--- src/rtl/rr_arb.sv ---
// Registered round-robin arbiter over W requesters; the grant is held until acked.
// Optional build macro RR_ARB_LOCK_EN adds i_lock to hold the grant across multi-beat transfers.
module rr_arb #(
    parameter int W           = 4,
    parameter bit RR_FROM_LSB = 1'b1
) (
    input  logic                 clk,
    input  logic                 arst,
    input  logic [W-1:0]         i_req,
    input  logic                 i_ack,
`ifdef RR_ARB_LOCK_EN
    input  logic                 i_lock,
`endif
    output logic [W-1:0]         o_gnt,
    output logic                 o_gnt_vld,
    output logic [$clog2(W)-1:0] o_gnt_idx
);

    localparam int            IW      = $clog2(W);
    localparam logic [IW-1:0] IDX_MAX = IW'(W - 1);

    typedef enum logic {
        IDLE = 1'b0,
        GNT  = 1'b1
    } state_t;

    state_t        r_state;
    state_t        w_state_nxt;
    logic [IW-1:0] r_ptr;
    logic [IW-1:0] w_ptr_nxt;
    logic [IW-1:0] w_ptr_adv;
    logic [IW-1:0] w_scan_ptr;
    logic [W-1:0]  r_gnt;
    logic [W-1:0]  w_gnt_nxt;
    logic [W-1:0]  w_win;
    logic [IW-1:0] r_idx;
    logic [IW-1:0] w_idx_nxt;
    logic [IW-1:0] w_win_idx;
    logic [IW-1:0] w_j;
    logic          w_win_vld;
    logic          w_hold_lock;

    // Next priority pointer after the current grant; wraps explicitly for non-power-of-two W.
    always_comb begin
        w_ptr_adv = r_idx;
        if (RR_FROM_LSB) begin
            w_ptr_adv = (r_idx == IDX_MAX) ? '0 : r_idx + IW'(1);
        end else begin
            w_ptr_adv = (r_idx == '0) ? IDX_MAX : r_idx - IW'(1);
        end
    end

    // On an ack the scan starts from the advanced pointer so back-to-back grants need no bubble.
    assign w_scan_ptr = (r_state == GNT && i_ack) ? w_ptr_adv : r_ptr;

`ifdef RR_ARB_LOCK_EN
    assign w_hold_lock = i_lock & i_req[r_idx];
`else
    assign w_hold_lock = 1'b0;
`endif

    // Descending k loop: the smallest distance from the pointer overwrites last and wins.
    always_comb begin : p_scan
        int j;
        j         = 0;
        w_j       = '0;
        w_win     = '0;
        w_win_idx = '0;
        w_win_vld = 1'b0;
        for (int k = W - 1; k >= 0; k--) begin
            if (RR_FROM_LSB) begin
                j = int'(w_scan_ptr) + k;
                if (j >= W) j = j - W;
            end else begin
                j = int'(w_scan_ptr) - k;
                if (j < 0) j = j + W;
            end
            w_j = IW'(j);
            if (i_req[w_j]) begin
                w_win_idx = w_j;
                w_win_vld = 1'b1;
            end
        end
        if (w_win_vld) w_win[w_win_idx] = 1'b1;
    end

    always_comb begin
        w_state_nxt = r_state;
        w_ptr_nxt   = r_ptr;
        w_gnt_nxt   = r_gnt;
        w_idx_nxt   = r_idx;
        case (r_state)
            IDLE: begin
                if (w_win_vld) begin
                    w_state_nxt = GNT;
                    w_gnt_nxt   = w_win;
                    w_idx_nxt   = w_win_idx;
                end
            end
            GNT: begin
                if (i_ack && !w_hold_lock) begin
                    w_ptr_nxt = w_ptr_adv;
                    if (w_win_vld) begin
                        w_gnt_nxt = w_win;
                        w_idx_nxt = w_win_idx;
                    end else begin
                        w_state_nxt = IDLE;
                        w_gnt_nxt   = '0;
                        w_idx_nxt   = '0;
                    end
                end
            end
            default: begin
                w_state_nxt = IDLE;
                w_gnt_nxt   = '0;
                w_idx_nxt   = '0;
            end
        endcase
    end

    always_ff @(posedge clk or posedge arst) begin
        if (arst) begin
            r_state <= IDLE;
            r_ptr   <= '0;
            r_gnt   <= '0;
            r_idx   <= '0;
        end else begin
            r_state <= w_state_nxt;
            r_ptr   <= w_ptr_nxt;
            r_gnt   <= w_gnt_nxt;
            r_idx   <= w_idx_nxt;
        end
    end

    assign o_gnt     = r_gnt;
    assign o_gnt_vld = |r_gnt;
    assign o_gnt_idx = r_idx;

`ifndef SYNTHESIS
    a_onehot: assert property (@(posedge clk) disable iff (arst) $onehot0(r_gnt));
    a_vld:    assert property (@(posedge clk) disable iff (arst) o_gnt_vld == (|r_gnt));
    a_idx:    assert property (@(posedge clk) disable iff (arst)
                  (r_gnt == (W'(1) << r_idx)) || (r_gnt == '0 && r_idx == '0));
    a_stable: assert property (@(posedge clk) disable iff (arst)
                  (o_gnt_vld && !i_ack) |=> $stable(r_gnt));
`endif

endmodule

--- config.mk ---
export PLATFORM = sky130hd
export DESIGN_NAME = rr_arb
export DESIGN_NICKNAME = d
export VERILOG_FILES = /design/src/rtl/rr_arb.sv
export SDC_FILE = /design/constraint.sdc
export NUM_CORES = 1
export LEC_CHECK = 0
export ABC_AREA = 1
export CAP_MARGIN = 20
export CORE_MARGIN = 4
export CORE_UTILIZATION = 53
export CTS_BUF_LIST = sky130_fd_sc_hd__clkbuf_4
export CTS_CLUSTER_DIAMETER = 60
export CTS_CLUSTER_SIZE = 14
export DETAILED_ROUTE_END_ITERATION = 6
export GPL_TIMING_DRIVEN = 0
export PLACE_DENSITY = 0.91
export SLEW_MARGIN = 20
export SYNTH_ARGS = -nofsm -noshare
export SYNTH_HDL_FRONTEND = slang
export SYNTH_SLANG_ARGS = --single-unit
--- constraint.sdc ---
create_clock -name clk -period 2.4 [get_ports clk]
set_clock_uncertainty 0.15 [all_clocks]
set_input_delay 0.24 -clock clk [delete_from_list [all_inputs] [get_ports clk]]
set_output_delay 0.24 -clock clk [all_outputs]
set_load 0.01 [all_outputs]
==> results of run 1 <==
-- layer usage --
| layer | global-route usage (%) | vias to the layer above | share of wire (%) | routed length (µm) |
|---|---|---|---|---|
| li1 | - | 397 | - | - |
| met1 | 23.41 | 360 | 44 | 715 |
| met2 | 31.75 | 18 | 50 | 811 |
| met3 | 4.743 | 4 | 5.0 | 81 |
| met4 | 3.409 | 0 | 0.74 | 12 |
| met5 | 0 | - | 0 | 0 |
-- report_power, final --
group / total (µW) / internal (µW) / switching (µW)
clock: 128 / 75.4 / 53.1
combinational: 959 / 355 / 603
sequential: 255 / 214 / 41.7
total: 1340 / 644 / 698
-- registers in the layout, indices dropped and copies added, names as in the netlist --
signal and cells:
o_gnt 4, o_gnt_idx 2, r_ptr 2, r_state 1
-- synth_stat cells --
library cell / instances / share of area (%)
nand4_1: 2 / 1.7
inv_1: 12 / 5.9
nand2_1: 48 / 24
nand3_1: 15 / 9.9
inv_4: 1 / 0.83
o21ai_0: 1 / 0.66
nand2_4: 3 / 4.5
nand3_2: 1 / 1.3
clkinv_4: 1 / 1.2
nand2_2: 8 / 6.6
o21ai_1: 2 / 1.3
o21ai_2: 1 / 1.2
nor2_8: 1 / 2.6
nor2_4: 2 / 3.0
ha_1: 1 / 1.7
a21oi_1: 1 / 0.66
nor2_1: 5 / 2.5
or4_1: 1 / 0.99
dfrtp_1: 9 / 30
-- final cells by class --
class	count	area (µm²)	area share [%]
clock buffers	4	30.03	3.209
repair buffers	13	130.1	13.90
well taps	15	18.77	2.005
multi-input cells	92	471.7	50.40
flip-flops and latches	9	225.2	24.06
inverters	14	60.06	6.417
-- path summary, 6_finish.rpt --
check,startpoint,cells past startpoint,endpoint
max,o_gnt_idx[0],13,o_gnt_idx[0]
min,arst,2,o_gnt[3]
max reg2reg,o_gnt_idx[0],13,o_gnt_idx[0]
min reg2reg,o_gnt[1],2,o_gnt[1]
max in group asynchronous,arst,2,r_state
min in group clk,o_gnt[1],2,o_gnt[1]
-- cell families (layout without fill, tap and decap cells) --
logic type | after synthesis | count (layout)
AOI/OAI and AO/OA | 5 | 5
and+or+nand+nor | 86 | 86
adders and majority gates | 1 | 1
DFF | 9 | 9
buffers and inverters | 14 | 31
-- critical path, delay by kind of cell, from the launching register on --
family                     cells  cell delay [ns]
adders and majority gates      1             0.23
and+or+nand+nor               11             1.19
DFF                            1             0.42
AOI/OAI and AO/OA              1             0.06
-- stage by stage --
step / power (µW) / util, %
finish: 1343 / 71.04
global route: 1481 / 71.04
CTS: 1345 / 71.04
detailed placement: 1215 / 68.76
global placement: 1172 / 68.76
floorplan: 973.8 / -
==> qor.yml, run 1 <==
run_status:
  outcome: "complete, no violations"
sta:
  hold_violations: 0
  report.final.slew_viol_count: 0
  setup_ws_ns: 0.2409
  holdWs_ns: 0.07406
  setup_viol: 0
  relSlewSlack_pct: 78.06
  fin_tns_setup_ns: 0
  fin_crit_ns: 2.159
  fmax_mhz: 463.1
  rsz0062_at_grt: "no"
  worst_pin_slew_ns: 0.3287
  post-route-period-util_pct: 89.96
power_and_ir_drop:
  power_per_cell_area_nw_per_um2: 1435
  max-vdd-ir-drop_mv: 0.7693
  leakage_uw: 0.0005247
layout:
  fin_nets: 141
  final_cell_mix: "nand2_1 (48), nand3_1 (15), clkdlybuf4s50_1 (13)"
  area_growth_pct: 23.64
  fillCellCount: 110
  drive_gt1_share_pct: 16.67
  final_common_cell: "nand2_1"
  fin_cells: 147
  num_antenna_cells: 0
  stdcell_area_um2: 935.9
detailed_routing:
  vias_per_cell: 5.299
  wl_per_cell_um: 11.03
  drt-initial-drc-count: 21
  ant_nets: 0
  routed_wl_mm: 1.621
  drc: 0
  firstDrtPassIters: 4
  vias: 779
worst_setup_path:
  path_class: "flip-flop to flip-flop"
  max_stage_delay_ns: 0.42
  crit_path_end_kind: "flip-flop"
  worstSetupStartpointType: "flip-flop"
  arrival_ns: 2.16
  path_cells: "ha_1 -> nor2_1 -> nand2_4 -> nand2_4 -> nand2_1 -> nand2_2 -> nand2_1 -> nand3_2 -> nor2_4 -> nor2_4 -> nor2_8 -> nand2_1 -> o21ai_1"
  regToRegSetupSlack_ns: 0.24
  slowest_stage: "dfrtp_1"
  crit_required_ns: 2.40
  critical_path.max_fanout: 9
  crit_top_cell: "nand2_1"
global_routing:
  antenna_found_initial: 0
  grt_max_degree: 10
  grt-ovfl-total: 0
  grt_usage_pct: 18.49
  grt_pass1_vias: 701
  grt_pass1_wl_mm: 2.884
synthesis:
  synth-simple-area-share_pct: 56.86
  synth-adder-area-share_pct: 1.653
  yosysWarnings: 0
  syn_nets: 123
  syn_area_um2: 757.0
  synthXorXnorAreaFrac_pct: 0
  yosysUniqueCellTypes: 19
  synthMuxAreaShare_pct: 0
  synth_area_per_cell_um2: 6.582
  yosys_register_bits: 9
  ys_seq_area_share_pct: 29.75
  synth_top_family_by_area: "simple AND/OR/NAND/NOR gates"
  synth_compound_area_share_pct: 3.802
  syn_inst: 115
cts:
  cts_tree: "done"
  cts_buffers: 3
  worstSkewPairLatency_ns: 0.26
  post_cts_buffers: 0
  cts-root-buf: "clkbuf_4"
  clk_pin_slew_worst_paths_ns: 0.06
  ctsResizeCount: 0
  cts_sinks: 9
  postCtsHoldBufs: 0
  cts_buffer_depth: 2
  cts_max_level: 1
placement:
  dp.final_hpwl_mm: 1.344
  gp_congestion: 0.8423
  placed_area_um2: 905.9
  port_buffers: 13
  pre_cts_ws_ns: 0.06013
  dp_cells: 143
floorplanning:
  dieArea_um2: 2097
  fp.coreArea_um2: 1318
  num_io_pins: 14
  die-height_um: 45.79
  start_util_pct: 57.45
  row_count: 13
  die_width_um: 45.79
run:
  drv_cap: 0
hold_path:
  min_path_type: "primary input to asynchronous set/reset pin"
Power figures use the tool's default switching activity.
==> run 2, diff against run 1 <==
Settings changed: CORE_UTILIZATION 53 to 46, PLACE_DENSITY 0.91 to 0.82.
==> qor.yml, run 2 (synthesized netlist as in run 1, its figures left out) <==
run_status:
  outcome: "complete, no violations"
detailed_routing:
  vias: 733
  ant_nets: 0
  drc: 0
  vias_per_cell: 4.953
  firstDrtPassIters: 4
  routed_wl_mm: 1.610
  drt-initial-drc-count: 15
  wl_per_cell_um: 10.88
global_routing:
  grt-ovfl-total: 0
  grt_usage_pct: 14.87
  grt_pass1_wl_mm: 2.842
  grt_max_degree: 10
  grt_pass1_vias: 659
  antenna_found_initial: 0
sta:
  relSlewSlack_pct: 78.23
  fmax_mhz: 462.4
  hold_violations: 0
  fin_tns_setup_ns: 0
  report.final.slew_viol_count: 0
  worst_pin_slew_ns: 0.3262
  rsz0062_at_grt: "no"
  post-route-period-util_pct: 90.11
  setup_viol: 0
  fin_crit_ns: 2.163
layout:
  num_antenna_cells: 0
  drive_gt1_share_pct: 16.67
  final_common_cell: "nand2_1"
  fin_nets: 141
  fillCellCount: 141
  final_util_pct: 61.49
  largest_register_ffs: 4
  final_cell_mix: "nand2_1 (48), nand3_1 (15), clkdlybuf4s50_1 (13)"
  area_growth_pct: 23.80
cts:
  cts_max_level: 1
  postCtsHoldBufs: 0
  cts_buffer_depth: 2
  worstSkewPairLatency_ns: 0.26
  cts_buffers: 3
  post_cts_buffers: 0
  cts_tree: "done"
  cts_sinks: 9
  clk_pin_slew_worst_paths_ns: 0.07
  cts-root-buf: "clkbuf_4"
  ctsResizeCount: 0
floorplanning:
  start_util_pct: 49.67
  row_count: 14
  fp.coreArea_um2: 1524
  dieArea_um2: 2359
  die_width_um: 48.57
  num_io_pins: 14
  die-height_um: 48.57
hold_path:
  min_path_type: "primary input to asynchronous set/reset pin"
worst_setup_path:
  crit_top_cell: "nand2_1"
  reg2regPathDepth: 14
  critical_path.max_fanout: 8
  crit_buf_inv: 1
  r2r_end: "o_gnt_idx[0]"
  path_cells: "ha_1 -> nand3_1 -> nand2_2 -> inv_4 -> nand2_1 -> nand2_1 -> nand2_1 -> nand2_1 -> nand2_1 -> nor2_4 -> nor2_4 -> nor2_8 -> nand2_1 -> o21ai_1"
  cp_top_family: "simple AND/OR/NAND/NOR gates"
  crit_path_end_kind: "flip-flop"
  r2r-start: "o_gnt_idx[0]"
  arrival_ns: 2.21
  crit_required_ns: 2.44
  path_class: "flip-flop to flip-flop"
  regToRegSetupSlack_ns: 0.24
  max_stage_delay_ns: 0.42
  slowest_stage: "dfrtp_1"
  worstSetupStartpointType: "flip-flop"
placement:
  gp_congestion: 0.8275
  port_buffers: 13
  dp.final_hpwl_mm: 1.287
power_and_ir_drop:
  max-vdd-ir-drop_mv: 0.7360
  leakage_uw: 0.0005247
  power_per_cell_area_nw_per_um2: 1438
run:
  drv_cap: 0
-- run 2: layer usage --
layer	share of wire, %	GRT usage, %
met1	47	18.53
met2	48	23.91
met3	3.5	2.454
met4	2.1	8.520
met5	0	0
-- run 2: cell type report --
cell class | instances | area, µm² | share of cell area, %
Clock buffer | 4 | 30.03 | 3.204
Inverter | 14 | 60.06 | 6.409
Multi-Input combinational cell | 92 | 471.7 | 50.33
Sequential cell | 9 | 225.2 | 24.03
Tap cell | 16 | 20.02 | 2.136
Timing Repair Buffer | 13 | 130.1 | 13.89
-- run 2: power by group --
part	switching, µW	total, µW	internal (µW)
combinational	600	955	355
sequential	44.5	258	214
clock	58.1	134	75.6
-- run 2: worst max-delay path by stage --
| stage | from | end | slack (ns) | depth (start not counted) |
|---|---|---|---|---|
| final | o_gnt_idx[0] | o_gnt_idx[0] | 0.24 | 14 |
| after global placement | i_ack | o_gnt[0] | 0.14 | 15 |
| after detailed placement | i_ack | o_gnt[0] | 0.08 | 15 |
| after CTS | o_gnt_idx[0] | o_gnt[0] | 0.24 | 14 |
| after floorplan | o_gnt_idx[0] | o_gnt[0] | 0.41 | 14 |
| after global routing | o_gnt_idx[0] | o_gnt_idx[0] | 0.02 | 14 |
-- run 2: worst register-to-register path, cell delays in order, from the launching register on --
cell and delay [ns]:
dfrtp_1 0.42, ha_1 0.30, nand3_1 0.10, nand2_2 0.14, inv_4 0.11, nand2_1 0.06, nand2_1 0.08, nand2_1 0.05
nand2_1 0.10, nand2_1 0.10, nor2_4 0.15, nor2_4 0.08, nor2_8 0.13, nand2_1 0.06, o21ai_1 0.07
-- run 2: per-stage QoR --
step                hold WS (ns)  power (µW)  worst slack [ns]  cell area, µm²  cells
finish                   0.08168        1347            0.2374           937.1    148
global route              0.1228        1497           0.01946           937.1    148
floorplan               -0.08208       973.8            0.4050           757.0    115
detailed placement        0.3369        1212           0.07704           907.1    144
CTS                      0.08747        1349            0.2447           937.1    148
global placement          0.3346        1180            0.1411           907.1    144
==> run 3, diff against run 2 <==
Settings changed: ABC_AREA 1 to unset, CORE_AREA set to 4 4 41 43, CORE_MARGIN 4 to unset, CORE_UTILIZATION 46 to unset, DIE_AREA set to 0 0 45 47, PLACE_DENSITY 0.82 to 0.78.
Clock period 2.4 ns to 1.85 ns, I/O delays scaled along.
==> qor.yml, run 3 <==
power_and_ir_drop:
  p_seq_share_pct: 29.2
  power_per_cell_area_nw_per_um2: 1432
  max-vdd-ir-drop_mv: 0.6559
  intPower_uw: 686.3
  clkPwrFrac_pct: 13.8
  leakage_uw: 0.0003244
  switching_share_pct: 36.67
  pwr-share-comb_pct: 57.0
  power_switching_uw: 397.4
floorplanning:
  start_util_pct: 38.75
  num_io_pins: 14
  row_count: 13
  die_width_um: 45
  die-height_um: 47
  fp.coreArea_um2: 1301
  dieArea_um2: 2115
layout:
  num_antenna_cells: 0
  drive_gt1_share_pct: 26.76
  area_growth_pct: 50.12
  final_common_cell: "clkdlybuf4s50_1"
  fillCellCount: 132
  fin_nets: 80
  multiInputGateArea_um2: 306.5
  final-seq-area_um2: 225.2
  final_util_pct: 58.17
  stdcell_area_um2: 757.0
  final_cell_mix: "clkdlybuf4s50_1 (12), dfrtp_1 (9), inv_1 (5)"
  largest_register_ffs: 4
run_status:
  outcome: "complete, but fails checks"
  violations: "setup timing"
placement:
  port_buffers: 13
  dp.final_hpwl_um: 832.6
  gp_congestion: 0.6919
  placed_area_um2: 653.1
detailed_routing:
  wl_met1_um: 517
  vias_per_cell: 5.453
  routed_wl_mm: 1.168
  drt-initial-drc-count: 8
  wl_met3_um: 71
  wl_per_cell_um: 13.58
  routed.top_layer: "met3"
  ant_nets: 0
  drc: 0
  firstDrtPassIters: 3
  dr_wl_met2_um: 579
  vias: 469
worst_setup_path:
  arrival_ns: 2.08
  crit_buf_inv: 0
  path_class: "flip-flop to flip-flop"
  cp_top_family: "multiplexers"
  critical_path.max_fanout: 5
  cp_num_cells: 5
  crit_path_end_kind: "flip-flop"
  crit_top_cell: "mux2_4"
  path_cells: "ha_1 -> mux2_4 -> mux2_4 -> a211o_1 -> a32o_1"
  reg2regPathDepth: 5
  max_stage_delay_ns: 0.39
  worstSetupStartpointType: "flip-flop"
  slowest_stage: "dfrtp_1"
  crit_required_ns: 1.84
run:
  drv_cap: 0
cts:
  cts-root-buf: "clkbuf_4"
  cts_buffers: 3
  cts_tree: "done"
  postCtsHoldBufs: 0
  clk_pin_slew_worst_paths_ns: 0.07
  cts_buffer_depth: 2
  worstSkewPairLatency_ns: 0.26
  cts_sinks: 9
  cts_max_level: 1
hold_path:
  min_path_type: "primary input to asynchronous set/reset pin"
sta:
  setup_ws_ns: -0.2451
  setup_viol: 5
  worst_pin_slew_ns: 0.3387
  hold_violations: 0
  rsz0062_at_grt: "yes"
  relSlewSlack_pct: 77.39
  fin_crit_ns: 2.095
  fmax_mhz: 477.3
  post-route-period-util_pct: 113.2
  fin_tns_setup_ns: -0.8078
  report.final.slew_viol_count: 0
  holdWs_ns: 0.03129
synthesis:
  synth_top_area_cell: "dfrtp_1"
  synth_edf_count: 0
  synth-async-reset-ratio_pct: 100.0
  yosys_register_bits: 9
  syn_inst: 50
  yosysUniqueCellTypes: 27
  ys_seq_area_share_pct: 44.67
  synth_area_per_cell_um2: 10.08
  synth_top_area_share_pct: 44.67
  yosysWarnings: 0
  synth_commonest_cells: "dfrtp_1 (9), inv_1 (5), nand2_1 (4), o21ai_0 (4)"
  syn_area_um2: 504.2
  syn_nets: 58
  synth_area_leaders: "dfrtp_1 (45%), mux2_4 (6.0%), a32o_1 (4.0%)"
  ys.flop_type: "dfrtp_1"
  synth.most_common_cell: "dfrtp_1"
global_routing:
  grt_usage_pct: 12.30
  grt-ovfl-total: 0
  antenna_found_initial: 0
  grt_pass1_vias: 467
  grt_pass1_wl_mm: 1.835
  grt_max_degree: 10
## run 3: power groups by stage
stage | clock (µW) | sequential [µW] | combinational, µW
detailed placement | 0 | 319 | 468
floorplan | 0 | 333 | 254
global route | 168 | 326 | 663
global placement | 0 | 315 | 456
CTS | 153 | 309 | 549
finish | 150 | 317 | 617
## run 3: layer usage
metal	track usage, %	vias to the layer above
li1	-	233
met1	12.21	221
met2	23.73	15
met3	4.598	0
met4	3.509	0
met5	0	-
## run 3: worst paths after layout
kind                         startpoint            to  slack [ns]
max                        o_gnt_idx[1]      o_gnt[2]       -0.25
min                                arst  o_gnt_idx[1]        0.03
max reg2reg                o_gnt_idx[1]      o_gnt[2]       -0.25
min reg2reg                    o_gnt[0]      o_gnt[0]        0.35
max in group asynchronous          arst      o_gnt[3]        1.26
min in group clk               o_gnt[0]      o_gnt[0]        0.35
## run 3: layout make-up
type	count	area share (%)
clock buffers	3	2.975
multi-input cells	36	40.50
well taps	15	2.479
flip-flops and latches	9	29.75
inverters	5	2.479
clock inverters	1	0.6612
repair buffers	17	21.16
## run 3: what timing repair did
action / in CTS / in global routing
resized for setup: 4 / 9
pin swaps: 0 / 6
setup buffers: 4 / 0
setup endpoints to repair: 6 / 7
## run 3: per-stage QoR
stage / instances / worst slack [ns] / total power (µW)
final: 86 / -0.2451 / 1084
after detailed placement: 78 / -0.3877 / 787.2
after CTS: 86 / -0.2281 / 1011
after global placement: 78 / -0.3653 / 771.2
after floorplan: 50 / -0.1949 / 586.3
after global routing: 86 / -0.2769 / 1157
## run 3: cell families (layout without fill, tap and decap cells)
kind of cell | after synthesis | count (layout) | synth area share [%]
AO/OA/AOI/OAI | 15 | 15 | 23.08
adder cells (fa/ha/maj) | 1 | 1 | 2.481
AND/OR/NAND/NOR | 17 | 17 | 18.11
buffers and inverters | 5 | 26 | 3.722
multiplexers | 3 | 3 | 7.941
flip-flops | 9 | 9 | 44.67
